<file path="src/rtl/apb_mst_arbiter.sv">
// Round-robin arbiter in front of a single APB master port.
// Serialises NREQ local requesters into SETUP/ACCESS transfers with an optional wait-state timeout.
module apb_mst_arbiter #(
  parameter int NREQ    = 4,
  parameter int AW      = 6,
  parameter int DW      = 32,
  parameter int TIMEOUT = 16
) (
  input  logic                     pclk,
  input  logic                     preset_n,
  input  logic [NREQ-1:0]          req_valid,
  input  logic [NREQ-1:0]          req_write,
  input  logic [NREQ*AW-1:0]       req_addr,
  input  logic [NREQ*DW-1:0]       req_wdata,
  output logic [NREQ-1:0]          req_ready,
  output logic [NREQ-1:0]          rsp_valid,
  output logic [DW-1:0]            rsp_rdata,
  output logic                     rsp_err,
  output logic                     psel,
  output logic                     penable,
  output logic                     pwrite,
  output logic [AW-1:0]            paddr,
  output logic [DW-1:0]            pwdata,
  input  logic [DW-1:0]            prdata,
  input  logic                     pready,
  input  logic                     pslverr,
  output logic [$clog2(NREQ)-1:0]  grant_id
);

  localparam int GW = $clog2(NREQ);
  localparam int TW = (TIMEOUT > 0) ? $clog2(TIMEOUT + 1) : 1;

  typedef enum logic [1:0] {S_IDLE, S_SETUP, S_ACCESS} state_t;

  state_t          r_state, w_state;
  logic [GW-1:0]   r_ptr, w_ptr;
  logic [TW-1:0]   r_tcnt, w_tcnt;
  logic [GW-1:0]   w_win;
  logic            w_launch;
  logic            w_psel, w_penable, w_pwrite, w_rsp_err;
  logic [AW-1:0]   w_paddr;
  logic [DW-1:0]   w_pwdata, w_rsp_rdata;
  logic [NREQ-1:0] w_req_ready, w_rsp_valid;
  logic [GW-1:0]   w_gnt;

  // First pending requester at or after the pointer, wrapping around.
  always_comb begin
    int   idx;
    logic found;
    idx   = 0;
    found = 1'b0;
    w_win = r_ptr;
    for (int k = 0; k < NREQ; k++) begin
      idx = int'(r_ptr) + k;
      if (idx >= NREQ) idx = idx - NREQ;
      if (!found && req_valid[idx]) begin
        found = 1'b1;
        w_win = GW'(idx);
      end
    end
  end

  always_comb begin
    w_state     = r_state;
    w_ptr       = r_ptr;
    w_tcnt      = r_tcnt;
    w_launch    = 1'b0;
    w_psel      = psel;
    w_penable   = penable;
    w_pwrite    = pwrite;
    w_paddr     = paddr;
    w_pwdata    = pwdata;
    w_req_ready = '0;
    w_rsp_valid = '0;
    w_rsp_rdata = rsp_rdata;
    w_rsp_err   = rsp_err;
    w_gnt       = grant_id;

    case (r_state)
      S_IDLE: begin
        w_psel    = 1'b0;
        w_penable = 1'b0;
        w_launch  = |req_valid;
      end
      S_SETUP: begin
        w_state   = S_ACCESS;
        w_penable = 1'b1;
      end
      S_ACCESS: begin
        if (pready) begin
          w_rsp_valid[grant_id] = 1'b1;
          w_rsp_rdata           = pwrite ? '0 : prdata;
          w_rsp_err             = pslverr;
          w_penable             = 1'b0;
          if (|req_valid) begin
            w_launch = 1'b1;
          end else begin
            w_psel  = 1'b0;
            w_state = S_IDLE;
          end
        end else if ((TIMEOUT != 0) && (int'(r_tcnt) + 1 >= TIMEOUT)) begin
          // Hung slave: abort and always pass through IDLE before the next grant.
          w_rsp_valid[grant_id] = 1'b1;
          w_rsp_rdata           = '0;
          w_rsp_err             = 1'b1;
          w_psel                = 1'b0;
          w_penable             = 1'b0;
          w_state               = S_IDLE;
        end else begin
          w_tcnt = r_tcnt + 1'b1;
        end
      end
      default: begin
        w_state   = S_IDLE;
        w_psel    = 1'b0;
        w_penable = 1'b0;
      end
    endcase

    if (w_launch) begin
      w_state            = S_SETUP;
      w_psel             = 1'b1;
      w_penable          = 1'b0;
      w_pwrite           = req_write[w_win];
      w_paddr            = req_addr[w_win*AW +: AW];
      w_pwdata           = req_wdata[w_win*DW +: DW];
      w_req_ready[w_win] = 1'b1;
      w_gnt              = w_win;
      w_ptr              = (w_win == GW'(NREQ - 1)) ? '0 : w_win + 1'b1;
      w_tcnt             = '0;
    end
  end

  always_ff @(posedge pclk or negedge preset_n) begin
    if (!preset_n) begin
      r_state   <= S_IDLE;
      r_ptr     <= '0;
      r_tcnt    <= '0;
      psel      <= 1'b0;
      penable   <= 1'b0;
      pwrite    <= 1'b0;
      paddr     <= '0;
      pwdata    <= '0;
      req_ready <= '0;
      rsp_valid <= '0;
      rsp_rdata <= '0;
      rsp_err   <= 1'b0;
      grant_id  <= '0;
    end else begin
      r_state   <= w_state;
      r_ptr     <= w_ptr;
      r_tcnt    <= w_tcnt;
      psel      <= w_psel;
      penable   <= w_penable;
      pwrite    <= w_pwrite;
      paddr     <= w_paddr;
      pwdata    <= w_pwdata;
      req_ready <= w_req_ready;
      rsp_valid <= w_rsp_valid;
      rsp_rdata <= w_rsp_rdata;
      rsp_err   <= w_rsp_err;
      grant_id  <= w_gnt;
    end
  end

endmodule

</file>
<file path="config.mk">
export PLATFORM = sky130hd
export DESIGN_NAME = apb_mst_arbiter
export DESIGN_NICKNAME = d
export VERILOG_FILES = /design/src/rtl/apb_mst_arbiter.sv
export SDC_FILE = /design/constraint.sdc
export NUM_CORES = 1
export LEC_CHECK = 0
export CORE_MARGIN = 2
export CORE_UTILIZATION = 30
export CTS_BUF_LIST = sky130_fd_sc_hd__clkbuf_8
export CTS_CLUSTER_DIAMETER = 60
export CTS_CLUSTER_SIZE = 40
export DETAILED_ROUTE_END_ITERATION = 8
export PLACE_DENSITY = 0.67
export SLEW_MARGIN = 5
export SYNTH_ARGS = -nofsm -noshare
export SYNTH_HDL_FRONTEND = slang
export SYNTH_SLANG_ARGS = --single-unit
</file>
<file path="constraint.sdc">
create_clock -name pclk -period 3.9 [get_ports pclk]
set_input_delay 0.78 -clock pclk [delete_from_list [all_inputs] [get_ports pclk]]
set_output_delay 0.78 -clock pclk [all_outputs]
set_load 0.02 [all_outputs]
</file>
==> flow_metrics.env <==
export IMPL_status="finished, final reports clean"
export IMPL_ys_ff_latch=93
export IMPL_slew_violations=0
export IMPL_portBuffers=279
export IMPL_yosysTopAreaCell="dfrtp_1"
export IMPL_cts_tree="done"
export IMPL_rsz0062_at_grt="false"
export IMPL_antenna_cells=0
export IMPL_dr_first_iter_drc_count=148
export IMPL_critPathKind="primary input to flop"
export IMPL_ir_worst_vdd_mv=0.2832
export IMPL_worstPathArrival_ns=2.86
export IMPL_max_stage_delay_ns=0.59
export IMPL_clkTransAtPathRegs_ns=0.10
export IMPL_synth_mux_area_share_pct=17.41
export IMPL_hold_viol=0
export IMPL_setup_viol=0
export IMPL_drv_cap=0
export IMPL_synth_top_cells_by_count="nand2_1, dfrtp_1, mux2i_1"
export IMPL_drive_gt1_share_pct=5.118
export IMPL_power_density_nw_per_um2=650.1
export IMPL_cp_slowest_cell="clkdlybuf4s50_1"
export IMPL_yosysTopAreaCellShare_pct=49.83
export IMPL_num_vias=4516
export IMPL_syn_area_per_cell_sq_um=10.38
export IMPL_critPathMaxFanout=38
export IMPL_drtPass1Iterations=4
export IMPL_worst_pin_slew_ns=0.6668
export IMPL_dp_cells=895
export IMPL_die_x_microns=128.8
export IMPL_power_mw=5.077
export IMPL_syn_to_final_growth_pct=67.18
export IMPL_fin_worst_skew_ns=0.008217
export IMPL_dp_hpwl_mm=12.18
export IMPL_cts_buffers=9
export IMPL_fill_cells=1391
export IMPL_cpLargestDelayFamily="buffers and inverters"
export IMPL_fin_crit_ns=2.630
export IMPL_tns_ns=0
export IMPL_synth_top_family_by_area="multiplexers"
export IMPL_overflow=0
export IMPL_cts_resized=0
export IMPL_synth_area_leaders="dfrtp_1, mux2i_1, nand2_1"
export IMPL_slew_limit_headroom_pct=55.55
export IMPL_synth_ff_type="dfrtp_1"
export IMPL_required_ns=4.13
export IMPL_netlist_area_sq_um=4671
export IMPL_synth_fa_ha_area_share_pct=1.339
export IMPL_synth_async_reset_ratio_pct=100.0
export IMPL_layout_cells_non_filler=911
export IMPL_pin_count=280
export IMPL_gp_congestion=0.8271
export IMPL_drc=0
export IMPL_holdBufCountCts=0
export IMPL_die_h_microns=128.8
export IMPL_seq_area_frac_synth_pct=49.83
export IMPL_p_leak_nw=3.346
export IMPL_post_synth_top_count_cell="nand2_1"
export IMPL_synth_edf_count=0
export IMPL_grt_pass1_wl_mm=24.09
export IMPL_fmax_ghz=0.3802
export IMPL_wl_per_cell_microns=17.65
export IMPL_hold_class="primary input to async pin"
export IMPL_first_global_vias=4651
export IMPL_ff2ff_setup_slack_ns=1.76
export IMPL_synth_compound_area_share_pct=14.01
export IMPL_worstSkewPairLatency_ns=0.37
export IMPL_ys_warn_count=0
export IMPL_crit_buf_inv=2
export IMPL_synth_simple_area_share_pct=12.38
export IMPL_cts_root_buf="clkbuf_8"
export IMPL_clock_sinks=93
export IMPL_dieArea_sq_um=16580
export IMPL_antenna_found_initial=0
export IMPL_h_tree_depth=3
export IMPL_coreArea_sq_um=15200
export IMPL_hold_ws_ns=0.4271
export IMPL_critPathCaptureType="flop"
export IMPL_worstSetupStartpointType="primary input"
export IMPL_fin_crit_sh_pct=67.43
export IMPL_drtAntennaViolNets=0
export IMPL_synth_cells=450
export IMPL_syn_nets=651
export IMPL_initial_core_util_pct=30.72
export IMPL_grt_use_total_pct=18.90
export IMPL_num_rows=45
export IMPL_crit_chain="clkdlybuf4s50_1, nor2b_1, nor2_1, a2bb2oi_4, buf_12, mux2i_1, o221ai_1"
export IMPL_viasPerCell=4.957
export IMPL_drt_total_wl_mm=16.08
export IMPL_postCtsSetupBuffers=0
export IMPL_nets=919
export IMPL_cts_max_path_buffers=2
export IMPL_synth_xor_area_share_pct=0.1875
export IMPL_yosysUniqueCellTypes=36
export IMPL_grt_max_degree=57
## logic make-up after synthesis
logic type | Yosys count
buffers and inverters | 39
muxes | 81
adders and majority gates | 5
xor gates and xnor gates | 1
and+or+nand+nor | 141
AOI/OAI and AO/OA | 90
DFF | 93
## cell type report
class                           instances  area (sq um)  area share (%)
Inverter                                7         26.28          0.3365
Timing Repair Buffer                  289          2890           37.01
Tap cell                              188         235.2           3.012
Clock buffer                           11         151.4           1.939
Sequential cell                        93          2327           29.80
Clock inverter                          5         33.78          0.4326
Multi-Input combinational cell        318          2145           27.46
## final timing paths
kind | end | cells after the start | from
hold reg to reg | rsp_rdata[3] | 2 | rsp_rdata[3]
setup reg to reg | rsp_rdata[30] | 6 | r_tcnt[0]
min in group pclk | rsp_rdata[3] | 2 | rsp_rdata[3]
max in group asynchronous | pwdata[0] | 2 | preset_n
setup / recovery | pwdata[20] | 7 | req_valid[2]
hold / removal | pwdata[12] | 1 | preset_n
## registers in the layout, summed over array words and instances (netlist names)
| name | count |
|---|---|
| psel | 1 |
| rsp_valid | 4 |
| pwdata | 32 |
| req_ready | 4 |
| r_tcnt | 5 |
| rsp_err | 1 |
| rsp_rdata | 32 |
| penable | 1 |
| grant_id | 2 |
| paddr | 6 |
| r_ptr | 2 |
| r_state | 2 |
| pwrite | 1 |
## report_power, final
group | leakage, nW | internal, mW | switching (mW)
Sequential | 1.20 | 1.35 | 0.241
Clock | 0.0917 | 0.267 | 0.359
Combinational | 2.06 | 1.36 | 1.50
## through the flow
step / setup slack [ns] / utilization, % / instance area (sq um)
6_report: 1.270 / 51.37 / 7809
5_1_grt: 1.167 / 51.37 / 7809
4_1_cts: 1.295 / 51.37 / 7809
3_5_place_dp: 0.8643 / 50.15 / 7624
3_3_place_gp: 0.9421 / 50.15 / 7624
2_1_floorplan: 1.919 / - / 4671
## cells in the final DEF (no fill, tap or decap), types with 2 or more instances in the layout
cell type,count
nand2_1,116
o21ai_1,26
mux2i_1,79
clkdlybuf4s50_1,278
mux2_2,2
clkinv_2,2
a21boi_1,2
o221ai_1,39
a21oi_1,2
nor2_1,6
nand2b_1,3
nor2b_1,3
buf_12,2
clkinvlp_4,2
nor3b_1,2
inv_1,5
dfrtp_1,93
inv_2,2
clkbuf_8,11
buf_4,9
o21ai_0,11
and2_1,5
ha_1,5
## worst reg2reg max path: stages (launching register included)
cell and delay (ns):
dfrtp_1 0.43, ha_1 0.25, a31oi_1 0.14, a41oi_1 0.11, o21bai_4 0.37, buf_4 0.49
o21ai_0 0.21
## per-layer routing
metal | global-route usage, % | share of wire (%) | vias to the layer above
met2 | 32.59 | 50 | 223
met3 | 5.655 | 7.9 | 37
met4 | 8.440 | 3.3 | 0
li1 | - | - | 2130
met5 | 0 | 0 | -
met1 | 21.70 | 39 | 2126
Note: power is estimated with default switching activity, not from simulation.
